==> config.mk <==
export PLATFORM = sky130hd
export DESIGN_NAME = fir_coeff_loader
export DESIGN_NICKNAME = d
export VERILOG_FILES = /design/src/rtl/fir_coeff_loader.sv
export SDC_FILE = /design/constraint.sdc
export NUM_CORES = 1
export LEC_CHECK = 0
export CAP_MARGIN = 40
export CORE_ASPECT_RATIO = 0.6
export CORE_MARGIN = 10
export CORE_UTILIZATION = 50
export DETAILED_ROUTE_END_ITERATION = 8
export PLACE_DENSITY = 0.74
export SYNTH_ARGS = -nofsm -noshare
export SYNTH_HDL_FRONTEND = slang
export SYNTH_SLANG_ARGS = --single-unit
==> constraint.sdc <==
create_clock -name clk -period 2.4 [get_ports clk]
set_input_delay 0.24 -clock clk [delete_from_list [all_inputs] [get_ports clk]]
set_output_delay 0.24 -clock clk [all_outputs]
set_load 0.01 [all_outputs]
==> src/rtl/fir_coeff_loader.sv <==
// Runtime coefficient manager for the fir block.
// Signed coefficients arrive one per accepted beat on a valid/ready port and
// collect in a shadow bank. A complete load is copied atomically into the
// active bank, but only on an edge where the filter is not taking a sample.
// Loads of the wrong length are rejected and leave the active bank untouched.
module fir_coeff_loader #(
  parameter int NumTaps               = 21,
  parameter int CoefficientLengthBits = 14,
  parameter logic [NumTaps*CoefficientLengthBits-1:0] ResetCoefficients = '0
) (
  input  logic                                     clk,
  input  logic                                     rst_n,
  input  logic [CoefficientLengthBits-1:0]         cfg_data,
  input  logic                                     cfg_valid,
  input  logic                                     cfg_last,
  output logic                                     cfg_ready,
  output logic                                     cfg_error,
  input  logic                                     sample_strobe,
  output logic [NumTaps*CoefficientLengthBits-1:0] coefficients,
  output logic                                     coeff_update,
  output logic                                     busy
);

  localparam int W    = CoefficientLengthBits;
  localparam int IdxW = $clog2(NumTaps);
  localparam logic [IdxW-1:0] LastIdx = IdxW'(NumTaps - 1);

  localparam logic [1:0] IDLE    = 2'd0;
  localparam logic [1:0] LOAD    = 2'd1;
  localparam logic [1:0] DRAIN   = 2'd2;
  localparam logic [1:0] PENDING = 2'd3;

  logic [1:0]                state_q;
  logic [IdxW-1:0]           idx_q;
  logic [W-1:0]              shadow [NumTaps];
  logic [NumTaps*W-1:0]      shadow_flat;
  logic                      accept;

  // Handshake and status come straight from registered state, so cfg_ready
  // never depends on cfg_valid.
  assign cfg_ready = (state_q != PENDING);
  assign busy      = (state_q != IDLE);
  assign accept    = cfg_valid && cfg_ready;

  // Capture beats into the shadow bank; DRAIN beats are discarded.
  // NOTE: the shadow bank is reset element by element because it must read as
  // zero after reset; this keeps it in flops rather than a RAM macro.
  always_ff @(posedge clk or negedge rst_n) begin
    if (!rst_n) begin
      for (int i = 0; i < NumTaps; i++) shadow[i] <= '0;
    end else if (accept && (state_q == IDLE || state_q == LOAD)) begin
      shadow[idx_q] <= cfg_data;
    end
  end

  // Flatten the shadow bank with tap 0 in the most significant slot.
  // NOTE: the vector gets a full default before the loop so no bit is left
  // unassigned on any path, which would otherwise infer a latch.
  always_comb begin
    shadow_flat = '0;
    for (int i = 0; i < NumTaps; i++) begin
      shadow_flat[(NumTaps-i)*W-1 -: W] = shadow[i];
    end
  end

  // Load sequencing, length checking and the atomic commit to the active bank.
  // NOTE: all state here uses non-blocking assignments so every register sees
  // pre-edge values regardless of statement order.
  always_ff @(posedge clk or negedge rst_n) begin
    if (!rst_n) begin
      state_q      <= IDLE;
      idx_q        <= '0;
      coefficients <= ResetCoefficients;
      cfg_error    <= 1'b0;
      coeff_update <= 1'b0;
    end else begin
      cfg_error    <= 1'b0;
      coeff_update <= 1'b0;
      case (state_q)
        IDLE, LOAD: begin
          if (accept) begin
            if (idx_q == LastIdx) begin
              idx_q   <= '0;
              state_q <= cfg_last ? PENDING : DRAIN;
            end else if (cfg_last) begin
              // Short load: the partial shadow contents are simply abandoned;
              // a later full load overwrites every tap.
              idx_q     <= '0;
              cfg_error <= 1'b1;
              state_q   <= IDLE;
            end else begin
              idx_q   <= idx_q + 1'b1;
              state_q <= LOAD;
            end
          end
        end
        DRAIN: begin
          if (accept && cfg_last) begin
            cfg_error <= 1'b1;
            state_q   <= IDLE;
          end
        end
        PENDING: begin
          // Commit only when the filter is not consuming a sample this edge.
          if (!sample_strobe) begin
            coefficients <= shadow_flat;
            coeff_update <= 1'b1;
            state_q      <= IDLE;
          end
        end
        default: state_q <= IDLE;
      endcase
    end
  end

endmodule

Word level (Yosys, flattened, before mapping)
Index checks and enable logic that the tools add are counted.
{ "totals": {"register_bits": 597, "input_bits": 19, "out_inout_bits": 298} }
{ "classes": {"addsub": 1, "n_lt_le_gt_ge": 2, "eq_ne": 8, "muxes": 19, "n_bitwise": 2, "n_reduce_logical": 11} }
{ "ops": {"columns": ["op", "n"], "rows": [
  ["bitwise mux 294 bit", 1],
  ["demux 14 bit (select 5 bit)", 1],
  ["two-way mux 14 bit", 1],
  ["two-way mux 5 bit", 2],
  ["two-way mux 1 bit", 8],
  ["two-way mux 2 bit", 4],
  ["inequality test 2 bit (second input constant)", 4],
  ["greater-or-equal comparator 6 bit (second input constant)", 1],
  ["< comparator 6 x 1 -> 1 bit (second input constant)", 1],
  ["inverter 5 -> 6 bit", 1],
  ["case mux 2 bit (3 select lines)", 1],
  ["adder 5 x 1 -> 5 bit (second input constant)", 1],
  ["equality test 5 bit (second input constant)", 1],
  ["equality test 2 bit (second input constant)", 2],
  ["logical AND 1 bit", 4],
  ["AND reduction 2 bit", 2],
  ["AND reduction 3 bit", 1],
  ["equality test 2 x 1 -> 1 bit (second input constant)", 1],
  ["zero test 2 bit", 1],
  ["case mux 1 bit (2 select lines)", 1],
  ["nonzero test 2 bit", 1],
  ["OR reduction 2 bit", 1],
  ["logical OR 1 bit", 1],
  ["inverter 1 bit", 1]
]} }

Logic depth before layout (Yosys ltp)
Gate-level depths: netlist (run 1).
{ "depth": {"depth_word": 6, "mapped_depth": 7} }

Worst setup path before layout (run 1)
OpenSTA, ideal clock, no wires.
{ "synth_path": {"path_kind": "register to register", "from": "register idx_q[0]", "to": "register shadow[227] (netlist bit)", "setup_ps": 125, "arrival_ps": 1722, "setup_slack_ps": 553, "path_stages_with_launch": 8, "n_path_buf": 2, "synth_period_minus_slack_ps": 1847, "cell_sequence": "dfrtp_1 > inv_1 > ha_1 > nand4b_1 > or3_1 > buf_2 > buf_6 > mux2_4"} }
{ "synth_between": {"elab_chain_cells": 6} }
{ "synth_lines": {"columns": ["item", "line_no", "rtl"], "rows": [
  ["start: declaration", "34", "logic [IdxW-1:0] idx_q;"],
  ["start signal: assignment", "92", "idx_q <= idx_q + 1'b1;"],
  ["inverter 5 -> 6 bit (implied by the code) *", "52", "shadow[idx_q] <= cfg_data;"],
  ["greater-or-equal comparator 6 bit (implied by the code) or < comparator 6 x 1 -> 1 bit (tied branches)", "52", null],
  ["logical AND 1 bit (implied by the code)", "52", null],
  ["two-way mux 14 bit (implied by the code)", "52", null],
  ["demux 14 bit (select 5 bit) *", "52", null],
  ["bitwise mux 294 bit *", "52", null],
  ["end signal: indexed assignment", "52", null],
  ["end: declaration", "35", "logic [W-1:0] shadow [NumTaps];"]
]} }
Mark *: on every way between the ends. The rest lies on a longest branch, timed or not.
A chain may end at the register's enable or synchronous reset.

Worst setup path after layout (run 1)
{ "layout_path": {"from": "register state_q[1]", "to": "output port busy"} }
{ "layout_between": {"elab_chain_cells": 1} }
{ "layout_lines": {"columns": ["item", "line_no", "rtl"], "rows": [
  ["start: declaration", "33", "logic [1:0] state_q;"],
  ["start signal: assignment", "84", "state_q <= cfg_last ? PENDING : DRAIN;"],
  ["nonzero test 2 bit", "42", "assign busy = (state_q != IDLE);"],
  ["end: declaration", "21", "output logic busy"]
]} }
Every way passes these cells.

==> qor.txt, run 1 <==
CTS Buf Count -> 53
clk_lat worst skew -> 0.57 ns
Post-Syn Area -> 22,700 µm²
GPL Wtd Cong -> 0.762
Final WS setup -> 0.130 ns
area grow syn2layout -> 25.5%
Pwr per Cell Area -> 1030 nW/µm²
vias per cell -> 5.36
Synth Instances -> 1,355
Slew headroom -> 44.7%
crit path DAT -> 2.03 ns
setup TNS -> 0 ns
I/O Buffers -> 316
clock-pin slew on the worst setup and hold paths -> 0.07 ns
grt ovf -> 0
CP required -> 2.16 ns
WL per Instance -> 24.2 µm
worst slack, placed -> 0.170 ns
Site Rows -> 60
Die W -> 295 µm
Setup CP Type -> reg -> out
sequential share of the synthesized area -> 65.8%
Area after DPL -> 26,600 µm²
worst hold slack -> 0.156 ns
CTS tree -> built
Crit Path Max Fanout -> 10
Synth Warn # -> 0
Ports -> 317
nets@finish -> 1,717
Final HPWL DP -> 36,900 µm
fillers -> 3,190
maximum clock path buffer count -> 3
Avg Inst Size Synth -> 16.8 µm²
Yosys reg bits -> 597
share of layout cells above drive strength 1 -> 40.4%
post-cts gate resize count -> 0
CP Launch Type -> flip-flop
Final Cycle Share -> 94.6%
clk sinks -> 597
largest net degree at the start of global routing -> 114
starting density of the core -> 50.7%
initial antenna violation count -> 1
Max VDD drop -> 0.000607 V
Net Count, Synth -> 1,379
final-report setup violation count -> 0
Worst Hold Class -> in -> async
H-tree levels -> 2
minimum clock period -> 2.27 ns
vias in the first global route -> 13,545
drc violations -> 0
Die Y -> 185 µm
final hold vios -> 0
Initial DRT Pass Iterations -> 4
Slew Viols, Final -> 0
Post-Layout Cell Count -> 2,329
Via Count -> 12,493
maxcap violations -> 0
clock root buffer -> clkbuf_16
DRT antenna net count -> 0
f_max -> 441 MHz
global-route wire length before repair -> 85,800 µm
worst slew pin tran -> 0.829 ns
die area -> 54,600 µm²
gr usage total -> 20.5%
Starting DRT DRC Count -> 752
number of hold buffers added after cts -> 1
Synth cell types -> 43
leak pwr -> 13.8 nW
nature of the critical path endpoint -> output port
final WL -> 56,400 µm
CORE AREA -> 44,800 µm²
Placed Cells -> 2,226
post-CTS setup buffers -> 0
status -> completed
RSZ-0062 raised after global routing -> false
Final Cell Area -> 28,500 µm²
Clock Skews -> 0.0270 ns
==> worst paths after layout <==
path                               start           to  slack [ns]  depth (start not counted)
min                                rst_n  shadow[148]        0.16                          2
max in group asynchronous          rst_n   shadow[23]        1.22                          4
min reg2reg                  shadow[203]  shadow[203]        0.48                          1
min in group clk           sample_strobe   state_q[0]        0.33                          3
max                           state_q[1]         busy        0.13                          3
max reg2reg                     idx_q[2]  shadow[204]        0.36                          4
==> state kept, by name, summed over array words and instances (netlist names) <==
register      count
coeff_update      1
cfg_error         1
shadow          294
state_q           2
idx_q             5
coefficients    294
==> power breakdown <==
group          switching [mW]  internal, mW  total (mW)
combinational            2.26          3.70        5.95
sequential               1.53          12.7        14.3
clock                    3.70          5.32        9.03
total                    7.49          21.8        29.3
==> logic make-up after synthesis <==
logic type,Yosys count,synth area share [%]
AND/OR/NAND/NOR,57,1.64
flip-flops,597,65.8
buffers and inverters,96,2.61
multiplexers,589,29.4
AO/OA/AOI/OAI,11,0.342
adder cells (fa/ha/maj),5,0.275
==> synth_stat cells (all sizes together) <==
cell       n  share of area, %
a311oi     1             0.039
nand2b     4              0.11
nor2b      1             0.028
and3b      2             0.077
or4        1             0.033
o211ai     1             0.033
ha         5              0.28
buf       60               2.0
nand4b     4              0.15
or2        2             0.055
o31ai      1             0.033
or3        2             0.055
a211o      1             0.039
inv        7              0.12
nand2     16              0.26
clkbuf    29              0.48
nor4b      2             0.077
mux2i      1             0.044
and2b      1             0.033
mux2     588                29
or4b       2              0.10
dfrtp    597                66
o22ai      1             0.028
nand4bb    1             0.050
nor3       1             0.022
a21o       1             0.033
and4bb     2              0.11
nand3      6              0.22
o21ai      1             0.022
nor2       9              0.21
a21oi      2             0.044
o311ai     1             0.039
a21boi     1             0.033
nand3b     1             0.033
==> worst max-delay path, stage by stage (launching register included) <==
cell and delay [ns]:
dfrtp_1 0.45, buf_4 0.20, or2_2 0.32, clkdlybuf4s50_1 0.49
==> cell type report <==
class | count | area, µm² | share of cell area (%)
flip-flops and latches | 597 | 14900 | 52.4
multi-input cells | 662 | 7180 | 25.2
repair buffers | 372 | 3720 | 13.0
clock buffers | 74 | 1570 | 5.50
well taps | 589 | 737 | 2.59
clock inverters | 23 | 317 | 1.11
inverters | 7 | 27.5 | 0.0966
diodes | 5 | 12.5 | 0.0439
==> routing by layer <==
metal | up-vias | part of all wire, % | track usage, %
met5 | - | 0 | 0
li1 | 5444 | - | -
met3 | 47 | 6.2 | 3.87
met1 | 6737 | 45 | 28.8
met2 | 265 | 48 | 33.7
met4 | 0 | 0.86 | 3.24
==> metrics by stage <==
| stage | util [%] | total power [mW] |
|---|---|---|
| after CTS | 63.6 | 29.6 |
| after global placement | 59.3 | 20.1 |
| after global routing | 63.6 | 30.7 |
| after floorplan | - | 17.2 |
| after detailed placement | 59.3 | 20.5 |
| final | 63.6 | 29.3 |
==> layout by cell type (no fill, tap or decap), types with 2 or more instances in the layout <==
cell type / Yosys / final
dfrtp_1: 597 / 597
mux2_2: 530 / 530
clkdlybuf4s50_1: 0 / 313
clkbuf_16: 0 / 55
mux2_1: 48 / 48
buf_4: 13 / 44
nand2_1: 16 / 16
clkbuf_8: 0 / 12
buf_12: 0 / 11
mux2_4: 10 / 10
clkinv_2: 0 / 8
nor2_1: 7 / 7
bufinv_16: 0 / 7
clkbuf_1: 29 / 7
inv_1: 6 / 6
clkinvlp_4: 0 / 6
diode_2: 0 / 5
ha_1: 5 / 5
nand4b_1: 4 / 4
nand3_2: 4 / 4
nand2b_1: 4 / 4
and4bb_2: 2 / 2
or3_1: 2 / 2
nor2_4: 2 / 2
and3b_1: 2 / 2
nand3_1: 2 / 2
nor4b_1: 2 / 2
a21oi_1: 2 / 2
inv_6: 0 / 2
buf_2: 27 / 2
Power figures use the tool's default switching activity.
==> run 2: changes to the inputs <==
- CORE_UTILIZATION: 50 -> 30
- PLACE_DENSITY: 0.74 -> default
==> run 2 against run 1 <==
Via count increased by 1.5%. First-iteration DRC count increased by 3.3%. Die area increased by 60%. Critical path type unchanged. Total power increased by 1.3%. Core utilization decreased by 25 points. Highest routed layer unchanged. Register-to-register slack got worse by 0.14 ns.
==> qor.txt, run 2 (synthesis results as in run 1) <==
setup TNS -> 0 ns (unchanged)
Final HPWL DP -> 42,600 µm (+15%)
DRT antenna net count -> 0 (unchanged)
worst slack, placed -> 0.0499 ns (-0.120 ns)
GRT busiest layer -> met2
Initial DRT Pass Iterations -> 5 (+1)
leak pwr -> 14.0 nW (+1.2%)
post-CTS setup buffers -> 0 (unchanged)
Site Rows -> 78 (+30%)
CP Launch Type -> flip-flop
status -> completed
gr usage total -> 14.1% (-6.4 points)
worst slew pin tran -> 0.928 ns (+0.0991 ns)
largest net degree at the start of global routing -> 87 (-24%)
clock root buffer -> clkbuf_16
f_max -> 455 MHz (+3.3%)
CTS Buf Count -> 58 (+9.4%)
WL per Instance -> 22.8 µm (-5.9%)
grt ovf -> 0 (unchanged)
final hold vios -> 0 (unchanged)
H-tree levels -> 2 (unchanged)
Largest regs -> coefficients (294), shadow (294), idx_q (5)
Max VDD drop -> 0.000475 V (-22%)
starting density of the core -> 30.2% (-20 points)
GR Util met3 -> 3.98% (+0.11 points)
delay-heaviest family, CP -> buffers and inverters
clk_lat worst skew -> 0.61 ns (+0.04 ns)
Placed Cells -> 2,651 (+19%)
share of layout cells above drive strength 1 -> 41.5% (+1.1 points)
Worst path slowest cell -> dfrtp_1
Die W -> 375 µm (+27%)
CP required -> 2.16 ns (about the same)
met2 Use GR -> 21.1% (-13 points)
final WL -> 62,800 µm (+11%)
Final WS setup -> 0.202 ns (+0.0720 ns)
vias in the first global route -> 13,768 (+1.6%)
Crit Path Max Fanout -> 9 (-1)
vias per cell -> 4.60 (-14%)
maxcap violations -> 0 (unchanged)
GPL Wtd Cong -> 0.744 (-2.3%)
clock-pin slew on the worst setup and hold paths -> 0.07 ns (about the same)
nets@finish -> 1,738 (+1.2%)
Worst Hold Class -> in -> async
Die Y -> 233 µm (+26%)
crit-path max cell delay -> 0.48 ns (about the same)
minimum clock period -> 2.20 ns (-0.0720 ns)
Via Count -> 12,686 (+1.5%)
Ports -> 317 (unchanged)
area grow syn2layout -> 29.0%
global-route wire length before repair -> 93,300 µm (+8.7%)
nature of the critical path endpoint -> output port
Crit path buffers/inverters -> 2 (unchanged)
drc violations -> 0 (unchanged)
Slew headroom -> 38.1% (-6.6 points)
CORE AREA -> 75,200 µm² (+68%)
Area after DPL -> 27,300 µm² (+2.8%)
final-report setup violation count -> 0 (unchanged)
RSZ-0062 raised after global routing -> false
met1 GRT Util -> 20.3% (-8.5 points)
initial antenna violation count -> 10 (+9)
CP cell instances -> buf_4 -> or2_2 -> dlygate4sd2_1
most frequent cells in the layout -> 597 x dfrtp_1, 530 x mux2_2, 300 x clkdlybuf4s50_1
Final Cell Area -> 29,300 µm² (+2.8%)
Setup CP Type -> reg -> out
Post-Layout Cell Count -> 2,757 (+18%)
Slew Viols, Final -> 0 (unchanged)
final core utilization -> 38.9% (-25 points)
I/O Buffers -> 316 (unchanged)
clk sinks -> 597 (unchanged)
Final Cycle Share -> 91.6% (-3.0 points)
Starting DRT DRC Count -> 777 (+3.3%)
die area -> 87,500 µm² (+60%)
Clock Skews -> 0.0169 ns (-0.0100 ns)
Pwr per Cell Area -> 1010 nW/µm² (-1.4%)
CTS tree -> built
most common cell after layout, fill and taps aside -> dfrtp_1
maximum clock path buffer count -> 3 (unchanged)
crit path DAT -> 1.96 ns (-0.07 ns)
## run 2: what timing repair did
item	in CTS	in global routing
resized for setup	1	0
setup endpoints to repair	1	0
hold buffers	3	0
hold endpoints to repair	66	0
## run 2: worst paths after layout
kind | depth (start not counted) | start | slack, ns | end
min in group clk | 2 | cfg_data[0] | 0.24 | shadow[210]
max reg2reg | 7 | idx_q[0] | 0.22 | shadow[7]
min | 2 | rst_n | 0.23 | shadow[224]
max | 3 | state_q[1] | 0.20 | busy
max in group asynchronous | 3 | rst_n | 1.29 | coefficients[202]
min reg2reg | 1 | shadow[214] | 0.48 | shadow[214]
## run 2: worst register-to-register path, stage by stage, from the launching register on
cell and delay [ns]:
dfrtp_1 0.46, inv_1 0.12, ha_1 0.20, nand4b_1 0.15, buf_4 0.19, nor2_1 0.26, buf_4 0.31, mux2_2 0.37
## run 2: metrics by stage
step / total power, mW / hold WS [ns]
2_1_floorplan: 17.2 / -0.0556
3_3_place_gp: 20.3 / 0.244
3_5_place_dp: 20.6 / 0.240
4_1_cts: 30.1 / 0.211
5_1_grt: 31.2 / 0.208
6_report: 29.6 / 0.227
## run 2: cell type report
class / count / area (µm²)
fill: 6891 / 46000
sequential: 597 / 14900
multi-input combinational: 662 / 7190
timing repair buffer: 388 / 3960
clock buffer: 78 / 1620
tap: 1000 / 1250
clock inverter: 21 / 300
inverter: 7 / 28.8
antenna: 4 / 10.0
## run 2: power breakdown
| group | switching, mW | internal, mW |
|---|---|---|
| Clock | 3.92 | 5.44 |
| Combinational | 2.29 | 3.73 |
| Sequential | 1.51 | 12.7 |
| Total | 7.71 | 21.9 |
## run 2: per-layer routing
metal	vias to the layer above	share of wire, %
li1	5482	-
met1	6824	49
met2	310	43
met3	70	6.8
met4	0	1.4
met5	-	0
